`src/rtl/branch_trace_buffer.sv`:
```
// First-word-fall-through trace FIFO of taken branches seen on the CPU debug bus.
// Optional feature: define TRACE_TIMESTAMP_EN to store a 16-bit cycle stamp per entry.
module branch_trace_buffer #(
  parameter int DEPTH  = 16,
  parameter int ADDR_W = $clog2(DEPTH)
) (
  input  logic              clk,
  input  logic              reset,
  input  logic              enable,
  input  logic              clear,
  input  logic [15:0]       debug_pc,
  input  logic [1:0]        debug_state,
  input  logic              debug_change_pc,
  input  logic [15:0]       debug_data_address,
  input  logic [31:0]       debug_data_value,
  output logic              rd_valid,
  input  logic              rd_ready,
  output logic [65:0]       rd_data,
  output logic [ADDR_W:0]   count,
  output logic              overflow,
  output logic [7:0]        drop_count
`ifdef TRACE_TIMESTAMP_EN
  ,
  output logic [15:0]       rd_timestamp
`endif
);

  localparam logic [ADDR_W:0] FULL_COUNT = (ADDR_W+1)'(DEPTH);

  logic              r_chg_q;
  logic [ADDR_W-1:0] r_wr_ptr;
  logic [ADDR_W-1:0] r_rd_ptr;
  logic [ADDR_W:0]   r_count;
  logic              r_overflow;
  logic [7:0]        r_drop_count;
  logic [65:0]       r_mem [DEPTH];

  logic w_capture;
  logic w_full;
  logic w_pop;
  logic w_push;
  logic w_drop;
  logic w_flush;

  assign w_flush   = reset | clear;
  assign w_capture = enable & debug_change_pc & ~r_chg_q;
  assign w_full    = (r_count == FULL_COUNT);
  assign w_pop     = rd_valid & rd_ready;
  // A pop in the same cycle frees the slot, so a capture while full is only dropped without one.
  assign w_push    = w_capture & (~w_full | w_pop);
  assign w_drop    = w_capture & w_full & ~w_pop;

  assign rd_valid   = (r_count != '0);
  assign rd_data    = r_mem[r_rd_ptr];
  assign count      = r_count;
  assign overflow   = r_overflow;
  assign drop_count = r_drop_count;

  always_ff @(posedge clk) begin
    if (reset) begin
      r_chg_q <= 1'b0;
    end else begin
      r_chg_q <= debug_change_pc;
    end
  end

  always_ff @(posedge clk) begin
    if (w_flush) begin
      r_wr_ptr     <= '0;
      r_rd_ptr     <= '0;
      r_count      <= '0;
      r_overflow   <= 1'b0;
      r_drop_count <= 8'd0;
    end else begin
      if (w_push) begin
        r_wr_ptr <= r_wr_ptr + ADDR_W'(1);
      end
      if (w_pop) begin
        r_rd_ptr <= r_rd_ptr + ADDR_W'(1);
      end
      if (w_push && !w_pop) begin
        r_count <= r_count + (ADDR_W+1)'(1);
      end else if (!w_push && w_pop) begin
        r_count <= r_count - (ADDR_W+1)'(1);
      end
      if (w_drop) begin
        r_overflow <= 1'b1;
        if (r_drop_count != 8'hFF) begin
          r_drop_count <= r_drop_count + 8'd1;
        end
      end
    end
  end

  always_ff @(posedge clk) begin
    if (w_push && !w_flush) begin
      r_mem[r_wr_ptr] <= {debug_state, debug_pc, debug_data_address, debug_data_value};
    end
  end

`ifdef TRACE_TIMESTAMP_EN
  logic [15:0] r_timestamp;
  logic [15:0] r_ts_mem [DEPTH];

  // Free-running stamp survives clear so stamps stay comparable across flushes.
  always_ff @(posedge clk) begin
    if (reset) begin
      r_timestamp <= 16'd0;
    end else begin
      r_timestamp <= r_timestamp + 16'd1;
    end
  end

  always_ff @(posedge clk) begin
    if (w_push && !w_flush) begin
      r_ts_mem[r_wr_ptr] <= r_timestamp;
    end
  end

  assign rd_timestamp = rd_valid ? r_ts_mem[r_rd_ptr] : 16'd0;
`endif

endmodule

```
`config.mk`:
```
export PLATFORM = sky130hd
export DESIGN_NAME = branch_trace_buffer
export DESIGN_NICKNAME = d
export VERILOG_FILES = /design/src/rtl/branch_trace_buffer.sv
export SDC_FILE = /design/constraint.sdc
export NUM_CORES = 1
export LEC_CHECK = 0
export CAP_MARGIN = 30
export CORE_MARGIN = 3
export CORE_UTILIZATION = 30
export DETAILED_ROUTE_END_ITERATION = 8
export SYNTH_ARGS = -nofsm -noshare
export SYNTH_HDL_FRONTEND = slang
export SYNTH_SLANG_ARGS = --single-unit
```
`constraint.sdc`:
```
create_clock -name clk -period 10.7 [get_ports clk]
set_input_delay 2.14 -clock clk [delete_from_list [all_inputs] [get_ports clk]]
set_output_delay 2.14 -clock clk [all_outputs]
set_load 0.01 [all_outputs]
```
# Yosys cells after proc, flatten, opt, wreduce, memory -nomap -nowiden

Memories as Yosys holds them, arrays and structs flattened. A register that Yosys moved wholly into a read port is not among the register bits.
Index checks and enable logic that the tools add are counted.
Widths: inputs -> output; s select.

Register bits after elaboration: 23
Word-level logic and storage cells: 40
Bits in writable memories: 1056
Output and inout bits: 81
Bits of input ports: 72
Memories kept: 1

Equal/unequal tests: 2
Bitwise operators: 11
Mux-type cells: 6
$add $sub $neg: 5
Reduce and logical (&&, ||, !) cells: 9

Memory list:

| name  | depth | width | rd ports | clocked after memory_dff | wr ports | RTL line | text |
|---|---|---|---|---|---|---|---|
| r_mem | 16    | 66    | 1        | 1                        | 1        | 36       | `logic [65:0] r_mem [DEPTH];` |

Operators by type and width:

| operator            | count |
|---|---|
| $mux 5              | 2 |
| $add 4x1->4 const B | 2 |
| $add 8x1->8 const B | 1 |
| $mux 4              | 2 |
| $ne 8x8->1 const B  | 1 |
| $and 1x1->1         | 6 |
| $add 5x1->5 const B | 1 |
| $eq 5x5->1 const B  | 1 |
| $reduce_bool 5->1   | 1 |
| $sub 5x1->5 const B | 1 |
| $logic_and 1x1->1   | 3 |
| $logic_not 1->1     | 3 |
| $not 1->1           | 3 |
| $mux 1              | 2 |
| $or 1x1->1          | 2 |
| $reduce_and 2->1    | 1 |
| $reduce_bool 2->1   | 1 |

# Longest topological paths before layout

Gate-level depths: netlist (run 1).

Depth in word-level cells: 8
Mapped depth: 9
Depth with buffers taken out: 9

# Least setup slack after synthesis (run 1)

Ideal clock, no wire load.

Kind: in2reg
From: input debug_change_pc
To: memory r_mem[0][0] (enable)
Cell stages on the path: 4
Arrival time: 7.509 ns
Data required time: 10.129 ns
Slack: 2.620 ns
Path buffers: 0
Cell sequence: nand3b_1 a21oi_1 nand3_1 nor3_1

Word-level cells in the longest chain between the ends: 6

RTL lines:

| element                      | RTL line | text |
|---|---|---|
| start: declaration           | 13       | `input logic debug_change_pc,` |
| $and 1x1->1 (2 in series)    | 46       | `assign w_capture = enable & debug_change_pc & ~r_chg_q;` |
| $and 1x1->1                  | 50       | `assign w_push = w_capture & (~w_full \| w_pop);` |
| named net w_push             | 41       | `logic w_push;` |
| $logic_and 1x1->1            | 96       | `if (w_push && !w_flush) begin` |
| $mux 1                       | 96       |  |
| $mux 1 (implied by the code) | 97       | `r_mem[r_wr_ptr] <= {debug_state, debug_pc, debug_data_address, debug_data_value};` |
| end: declaration             | 36       |  |

The timed path passes the listed nets, and every way through them passes these cells.

==> results of run 1 <==
==> per-layer routing <==
layer	track usage [%]	up-vias	wire (um)	share of wire [%]
met1	17.49	10370	39260	41
met3	2.738	138	4983	5.2
met2	23.28	517	49200	52
met5	0	-	46	0.048
met4	3.296	6	1779	1.9
li1	-	8029	-	-
==> cells in the mapped netlist (2+ instances only) <==
cell type	number	share of area, %
sky130_fd_sc_hd__o21ai_0	2	0.025
sky130_fd_sc_hd__inv_1	4	0.037
sky130_fd_sc_hd__a22oi_1	132	2.4
sky130_fd_sc_hd__nand2b_1	4	0.062
sky130_fd_sc_hd__o31ai_1	3	0.055
sky130_fd_sc_hd__buf_2	24	0.30
sky130_fd_sc_hd__dfxtp_1	27	1.3
sky130_fd_sc_hd__or3_1	3	0.046
sky130_fd_sc_hd__or4_4	2	0.055
sky130_fd_sc_hd__o311ai_1	2	0.043
sky130_fd_sc_hd__mux2i_1	3	0.074
sky130_fd_sc_hd__xnor2_1	3	0.065
sky130_fd_sc_hd__ha_1	10	0.31
sky130_fd_sc_hd__mux4_2	264	15
sky130_fd_sc_hd__o41ai_1	2	0.043
sky130_fd_sc_hd__clkbuf_1	60	0.55
sky130_fd_sc_hd__and2_1	3	0.046
sky130_fd_sc_hd__nand2_1	73	0.67
sky130_fd_sc_hd__a31o_2	2	0.043
sky130_fd_sc_hd__edfxtp_1	1056	78
sky130_fd_sc_hd__nor3_1	6	0.074
sky130_fd_sc_hd__xor2_1	3	0.065
sky130_fd_sc_hd__a211oi_1	3	0.055
sky130_fd_sc_hd__nor2b_1	4	0.062
sky130_fd_sc_hd__nor2_1	30	0.28
sky130_fd_sc_hd__buf_1	11	0.10
sky130_fd_sc_hd__o211ai_1	3	0.055
sky130_fd_sc_hd__nand3_1	10	0.12
sky130_fd_sc_hd__a21oi_1	9	0.11
sky130_fd_sc_hd__nor4_1	2	0.031
sky130_fd_sc_hd__or4_1	3	0.055
==> area by class of cell <==
cell class / instances / share of cell area, %
sequential: 1083 / 66.97
antenna: 5 / 0.02598
tap: 1768 / 4.593
clock buffer: 129 / 5.775
timing repair buffer: 203 / 4.507
inverter: 4 / 0.03117
clock inverter: 63 / 1.151
multi-input combinational: 592 / 16.94
==> metrics by stage <==
step	worst slack (ns)	total power, W
4_1_cts	3.952	0.008728
2_1_floorplan	2.620	0.004970
5_1_grt	3.854	0.008914
3_3_place_gp	4.755	0.005126
3_5_place_dp	4.732	0.005139
6_report	4.079	0.008624
==> flip-flops by register name, summed over array words and instances, names as in the netlist, named ones only <==
| register | count |
|---|---|
| r_mem | 1056 |
| r_chg_q | 1 |
| overflow | 1 |
| r_wr_ptr | 4 |
| r_rd_ptr | 4 |
| drop_count | 8 |
| count | 5 |
==> power by group <==
group | switching (W) | leakage [nW] | internal [W]
combinational | 0.000185 | 3.13 | 0.000181
clock | 0.00155 | 1.63 | 0.00204
sequential | 0.0000143 | 9.71 | 0.00466
total | 0.00174 | 14.5 | 0.00688
==> final timing paths <==
| check | start | endpoint |
|---|---|---|
| max | flop | rd_data[19] |
| min | overflow | overflow |
| max reg2reg | count[0] | r_mem[0][29] |
| min reg2reg | overflow | overflow |
==> logic make-up (layout without fill, tap and decap cells) <==
kind of cell	Yosys count	count (layout)	share of synthesized area, %
AO/OA/AOI/OAI	163	163	2.962
adder cells (fa/ha/maj)	11	11	0.3568
flip-flops	1083	1083	79.28
AND/OR/NAND/NOR	145	145	1.593
XOR/XNOR	6	6	0.1292
other	0	5	0
buffers and inverters	99	399	0.9873
multiplexers	267	267	14.69
==> worst max-delay path, cell delays in order, from the launching register on <==
cell	delay, ns
sky130_fd_sc_hd__dfxtp_4	0.83
sky130_fd_sc_hd__buf_12	0.60
sky130_fd_sc_hd__buf_4	0.76
sky130_fd_sc_hd__mux4_2	0.41
sky130_fd_sc_hd__a22oi_1	0.30
sky130_fd_sc_hd__nand2_1	0.11
sky130_fd_sc_hd__clkdlybuf4s50_1	0.48
==> reports/metrics.json, run 1 <==
{
  "drt-initial-drc-count": {"value": 1648},
  "static-leakage-power": {"value": 14.47, "unit": "nW"},
  "routed_wire_length_per_instance": {"value": 24.76, "unit": "um"},
  "route.detailed.drc": {"value": 0},
  "worst-setup-path-type": {"value": "reg -> out"},
  "buffer_ports.inserted": {"value": 152},
  "clk_pin_slew": {"value": 0.06, "unit": "ns"},
  "place.gp.congestion": {"value": 0.7208},
  "synthFlopType": {"value": "sky130_fd_sc_hd__edfxtp_1"},
  "clock_insertion_delay_worst_skew": {"value": 0.70, "unit": "ns"},
  "route.vias.total": {"value": 19060},
  "die_footprint": {"value": 0.1401, "unit": "mm^2"},
  "min_path_type": {"value": "reg -> reg"},
  "htree_num_levels": {"value": 3},
  "power_per_cell_area": {"value": 179.0, "unit": "mW/mm^2"},
  "grt.total_usage": {"value": 13.50, "unit": "%"},
  "reg2regPathDepth": {"value": 7},
  "drt.antenna.violating_nets": {"value": 0},
  "min_period": {"value": 6.621, "unit": "ns"},
  "final_core_util": {"value": 35.91, "unit": "%"},
  "die_height": {"value": 374.2, "unit": "um"},
  "first_pass_grt_wire_length": {"value": 139.7, "unit": "mm"},
  "post_layout_nonfiller_instances": {"value": 3847},
  "start_util": {"value": 30.33, "unit": "%"},
  "rsz_0062_raised_after_global_routing": {"value": "no"},
  "ys_ff_latch": {"value": 1083},
  "multiInputGateArea": {"value": 0.008162, "unit": "mm^2"},
  "filler_cell_count": {"value": 12210},
  "seq_area": {"value": 0.03226, "unit": "mm^2"},
  "worst_hold_path.num_cells": {"value": 2},
  "timing.critical_path.to_type": {"value": "output pin"},
  "cp_data_arrival_time": {"value": 4.48, "unit": "ns"},
  "dp_hpwl": {"value": 52.59, "unit": "mm"},
  "post_synth_instance_area": {"value": 0.04068, "unit": "mm^2"},
  "synth_async_sr_flop_share": {"value": 0, "unit": "%"},
  "synth_nets": {"value": 1857},
  "final_design_area_no_fill": {"value": 0.04817, "unit": "mm^2"},
  "ir_drop": {"value": 0.1225, "unit": "mV"},
  "cts_setup_buffers": {"value": 0},
  "max-cap-violations": {"value": 0},
  "largest_net_degree_at_the_start_of_global_routing": {"value": 114},
  "cts_tree": {"value": "yes"},
  "worst_clock_skew": {"value": 0.02717, "unit": "ns"},
  "rows": {"value": 134},
  "routed_wl": {"value": 95.27, "unit": "mm"},
  "grt_pass1_vias": {"value": 20390},
  "fraction_of_layout_instances_using_a_drive_strength_above_1": {"value": 23.72, "unit": "%"},
  "slew_viol_final": {"value": 0},
  "synth-edff-count": {"value": 1056},
  "syn-mean-instance-area": {"value": 22.93, "unit": "um^2"},
  "reg2reg_setup_slack": {"value": 6.92, "unit": "ns"},
  "maxSlewHeadroom": {"value": 33.82, "unit": "%"},
  "cts_hold_buffers": {"value": 0},
  "synth-warning-count": {"value": 0},
  "antenna_found_initial": {"value": 14},
  "setup_violations": {"value": 0},
  "gr-total-overflow": {"value": 0},
  "placed_area": {"value": 0.04468, "unit": "mm^2"},
  "timing_limited_maximum_frequency": {"value": 151.0, "unit": "MHz"},
  "cp-start-kind": {"value": "flop"},
  "cts_max_path_buffers": {"value": 3},
  "required": {"value": 8.56, "unit": "ns"},
  "final.hold.worst_slack": {"value": 0.4748, "unit": "ns"},
  "drt_via_density": {"value": 4.955},
  "timing.setup.tns": {"value": 0, "unit": "ns"},
  "layout_common_cells": {"value": "sky130_fd_sc_hd__edfxtp_1 (1056), sky130_fd_sc_hd__mux4_2 (264), sky130_fd_sc_hd__clkdlybuf4s50_1 (152), sky130_fd_sc_hd__a22oi_1 (132), sky130_fd_sc_hd__clkbuf_16 (108)"},
  "worstMarginPinSlew": {"value": 0.9928, "unit": "ns"},
  "timing.critical_path.fanout_max": {"value": 113},
  "numCtsBuffers": {"value": 106},
  "run_status": {"value": "complete, no violations"},
  "post_synth_inst_count": {"value": 1774},
  "ctsRootBufferMaster": {"value": "sky130_fd_sc_hd__clkbuf_16"},
  "cts_sinks": {"value": 1083},
  "yosys.cell_types.count": {"value": 42},
  "coreArea": {"value": 0.1341, "unit": "mm^2"},
  "post-route-period-util": {"value": 61.88, "unit": "%"},
  "final_hold_violation_count": {"value": 0},
  "drt_pre_antenna_iters": {"value": 7},
  "die_width": {"value": 374.2, "unit": "um"},
  "post-place-cells": {"value": 3645},
  "area_growth": {"value": 18.41, "unit": "%"},
  "sequential_element_share_of_the_synthesized_area": {"value": 79.28, "unit": "%"},
  "top_level_ports": {"value": 153},
  "layout_commonest_cell": {"value": "sky130_fd_sc_hd__edfxtp_1"},
  "fin_nets": {"value": 2073},
  "post_cts_resize_count": {"value": 0}
}
No activity file was read; power rests on OpenSTA's default activity.
==> inputs of run 2 (changes only) <==
==> constraint.sdc (replaced) <==
create_clock -name clk -period 5.8 [get_ports clk]
set_input_delay 1.16 -clock clk [delete_from_list [all_inputs] [get_ports clk]]
set_output_delay 1.16 -clock clk [all_outputs]
set_load 0.01 [all_outputs]
==> run 2 against run 1 <==
  * Cell area barely moved
  * Via count barely moved
  * Clock skew fell by 0.0052 ns
  * Sequential power rose by 85%
  * Global-route usage barely moved
  * Combinational power rose by 86%
==> reports/metrics.json, run 2 (synthesis gave the netlist of run 1 again) <==
{
  "run_status": {"value": "complete, no violations", "change": "unchanged"},
  "max-cap-violations": {"value": 0, "change": "unchanged"},
  "reg2reg_setup_slack": {"value": 2.79, "unit": "ns", "change": "was 6.92 ns"},
  "area_growth": {"value": 18.35, "unit": "%", "change": "was 18.41%"},
  "cts_sinks": {"value": 1083, "change": "unchanged"},
  "htree_num_levels": {"value": 3, "change": "unchanged"},
  "start_util": {"value": 30.33, "unit": "%", "change": "unchanged"},
  "clk_pin_slew": {"value": 0.06, "unit": "ns", "change": "about the same"},
  "worst_hold_path.num_cells": {"value": 2, "change": "unchanged"},
  "die_height": {"value": 374.2, "unit": "um", "change": "unchanged"},
  "timing_limited_maximum_frequency": {"value": 214.5, "unit": "MHz"},
  "slew_viol_final": {"value": 0, "change": "unchanged"},
  "maxSlewHeadroom": {"value": 36.41, "unit": "%", "change": "was 33.82%"},
  "timing.critical_path.fanout_max": {"value": 25, "change": "was 113"},
  "cp_data_arrival_time": {"value": 3.50, "unit": "ns", "change": "was 4.48 ns"},
  "grt.total_usage": {"value": 13.53, "unit": "%", "change": "was 13.50%"},
  "drt_via_density": {"value": 4.969, "change": "was 4.955"},
  "first_pass_grt_wire_length": {"value": 139.5, "unit": "mm", "change": "was 139.7 mm"},
  "layout_commonest_cell": {"value": "sky130_fd_sc_hd__edfxtp_1", "change": "unchanged"},
  "drt.antenna.violating_nets": {"value": 0, "change": "unchanged"},
  "cts_hold_buffers": {"value": 0, "change": "unchanged"},
  "reg2regPathDepth": {"value": 9, "change": "was 7"},
  "timing.critical_path.to_type": {"value": "output pin", "change": "unchanged"},
  "route.detailed.drc": {"value": 0, "change": "unchanged"},
  "gr-total-overflow": {"value": 0, "change": "unchanged"},
  "dp_hpwl": {"value": 50.46, "unit": "mm", "change": "was 52.59 mm"},
  "routed_wl": {"value": 95.87, "unit": "mm", "change": "was 95.27 mm"},
  "route.vias.total": {"value": 19080, "change": "was 19.06k"},
  "die_width": {"value": 374.2, "unit": "um", "change": "unchanged"},
  "layout_common_cells": {"value": "sky130_fd_sc_hd__edfxtp_1 (1056), sky130_fd_sc_hd__mux4_2 (264), sky130_fd_sc_hd__clkdlybuf4s50_1 (152), sky130_fd_sc_hd__a22oi_1 (132), sky130_fd_sc_hd__clkbuf_16 (108)", "change": "unchanged"},
  "static-leakage-power": {"value": 14.39, "unit": "nW", "change": "was 14.47 nW"},
  "hp-start": {"value": "overflow", "change": "unchanged"},
  "place.gp.congestion": {"value": 0.6856, "change": "was 0.7208"},
  "final_hold_violation_count": {"value": 0, "change": "unchanged"},
  "top_level_ports": {"value": 153, "change": "unchanged"},
  "coreArea": {"value": 0.1341, "unit": "mm^2", "change": "unchanged"},
  "rsz_0062_raised_after_global_routing": {"value": "no", "change": "unchanged"},
  "final_core_util": {"value": 35.89, "unit": "%", "change": "was 35.91%"},
  "grt_pass1_vias": {"value": 20180, "change": "was 20.39k"},
  "drt-initial-drc-count": {"value": 1599, "change": "was 1648"},
  "setup_violations": {"value": 0, "change": "unchanged"},
  "routed_wire_length_per_instance": {"value": 24.97, "unit": "um", "change": "was 24.76 um"},
  "worstMarginPinSlew": {"value": 0.9539, "unit": "ns", "change": "was 0.9928 ns"},
  "clock_insertion_delay_worst_skew": {"value": 0.69, "unit": "ns", "change": "was 0.70 ns"},
  "required": {"value": 4.64, "unit": "ns", "change": "was 8.56 ns"},
  "post-route-period-util": {"value": 80.37, "unit": "%"},
  "cts_setup_buffers": {"value": 0, "change": "unchanged"},
  "fraction_of_layout_instances_using_a_drive_strength_above_1": {"value": 23.08, "unit": "%", "change": "was 23.72%"},
  "timing.setup.tns": {"value": 0, "unit": "ns", "change": "unchanged"},
  "antenna_found_initial": {"value": 11, "change": "was 14"},
  "power_per_cell_area": {"value": 329.0, "unit": "mW/mm^2", "change": "was 179.0 mW/mm^2"},
  "cp-start-kind": {"value": "flop", "change": "unchanged"},
  "worst-setup-path-type": {"value": "reg -> out", "change": "unchanged"},
  "worst_clock_skew": {"value": 0.02200, "unit": "ns", "change": "was 0.02717 ns"},
  "fin_nets": {"value": 2070, "change": "was 2073"},
  "numCtsBuffers": {"value": 107, "change": "was 106"},
  "ctsRootBufferMaster": {"value": "sky130_fd_sc_hd__clkbuf_16", "change": "unchanged"},
  "buffer_ports.inserted": {"value": 152, "change": "unchanged"},
  "rows": {"value": 134, "change": "unchanged"},
  "cts_tree": {"value": "yes", "change": "unchanged"},
  "post_cts_resize_count": {"value": 0, "change": "unchanged"},
  "min_path_type": {"value": "reg -> reg", "change": "unchanged"},
  "r2r-end": {"value": "count[3]", "change": "was r_mem[0][29]"},
  "critical_path.reg2reg.startpoint": {"value": "count[0]", "change": "unchanged"},
  "ir_drop": {"value": 0.2648, "unit": "mV", "change": "was 0.1225 mV"},
  "largest-register": {"value": "r_mem", "change": "unchanged"},
  "largest_net_degree_at_the_start_of_global_routing": {"value": 68, "change": "was 114"},
  "cts_max_path_buffers": {"value": 3, "change": "unchanged"},
  "largest_reg_flops": {"value": 1056, "change": "unchanged"},
  "die_footprint": {"value": 0.1401, "unit": "mm^2", "change": "unchanged"},
  "drt_pre_antenna_iters": {"value": 5, "change": "was 7"},
  "whs_endpoint": {"value": "overflow", "change": "unchanged"},
  "min_period": {"value": 4.662, "unit": "ns"}
}
==> run 2: cell types whose count changed in the layout (fill, tap and decap cells not counted), moves of 3 or more <==
| cell | before | now |
|---|---|---|
| sky130_fd_sc_hd__clkinv_4 | 4 | 0 |
| sky130_fd_sc_hd__clkinv_1 | 22 | 26 |
| sky130_fd_sc_hd__nor3_4 | 0 | 4 |
| sky130_fd_sc_hd__buf_16 | 10 | 1 |
| sky130_fd_sc_hd__inv_6 | 2 | 5 |
| sky130_fd_sc_hd__nor3_2 | 4 | 0 |
| sky130_fd_sc_hd__clkbuf_1 | 21 | 25 |
| sky130_fd_sc_hd__buf_4 | 35 | 25 |
| sky130_fd_sc_hd__clkinv_2 | 20 | 10 |
| sky130_fd_sc_hd__buf_12 | 5 | 21 |
==> run 2: worst max-delay path by stage <==
stage | to | start | slack [ns]
6_report | rd_data[27] | flop | 1.14
5_1_grt | rd_data[32] | flop | 0.88
4_1_cts | rd_data[37] | flop | 0.99
3_5_place_dp | rd_data[37] | flop | 1.77
3_3_place_gp | rd_data[37] | flop | 1.77
2_1_floorplan | r_mem[12][0] | debug_change_pc | 0.47
==> run 2: cell type report <==
cell class / count / area [um^2]
diodes: 5 / 12.51
clock buffers: 133 / 2796
clock inverters: 56 / 506.7
fillers: 12200 / 85980
inverters: 4 / 15.01
multi-input cells: 592 / 8187
flip-flops and latches: 1083 / 32260
well taps: 1768 / 2212
repair buffers: 199 / 2157
==> run 2: metal layers <==
metal,track usage [%],vias to the layer above,part of all wire [%]
met5,0,-,0.043
met4,3.655,6,2.1
met3,2.577,149,5.5
met2,23.52,613,52
met1,17.34,10290,40
li1,-,8021,-
==> run 2: through the flow <==
step	hold slack [ns]	instance area [um^2]	setup WS [ns]	std cells	total power [W]
floorplan	0.4587	40700	0.4666	1774	0.009168
global placement	0.4555	44800	1.769	3645	0.009461
detailed placement	0.4674	44830	1.771	3646	0.009483
CTS	0.4817	48130	0.9859	3835	0.01603
global route	0.5220	48140	0.8773	3837	0.01639
finish	0.4767	48140	1.138	3840	0.01584
==> run 2: critical path, cell delays in order (launching register included) <==
cell and delay (ns):
sky130_fd_sc_hd__dfxtp_4 0.71, sky130_fd_sc_hd__buf_4 0.43, sky130_fd_sc_hd__mux4_2 0.54, sky130_fd_sc_hd__a22oi_1 0.47, sky130_fd_sc_hd__nand2_1 0.13, sky130_fd_sc_hd__clkdlybuf4s50_1 0.49
==> run 2: power by group <==
part	switching (W)	internal (W)
Sequential	0.0000214	0.00860
Combinational	0.000342	0.000338
Clock	0.00285	0.00369
Total	0.00322	0.0126
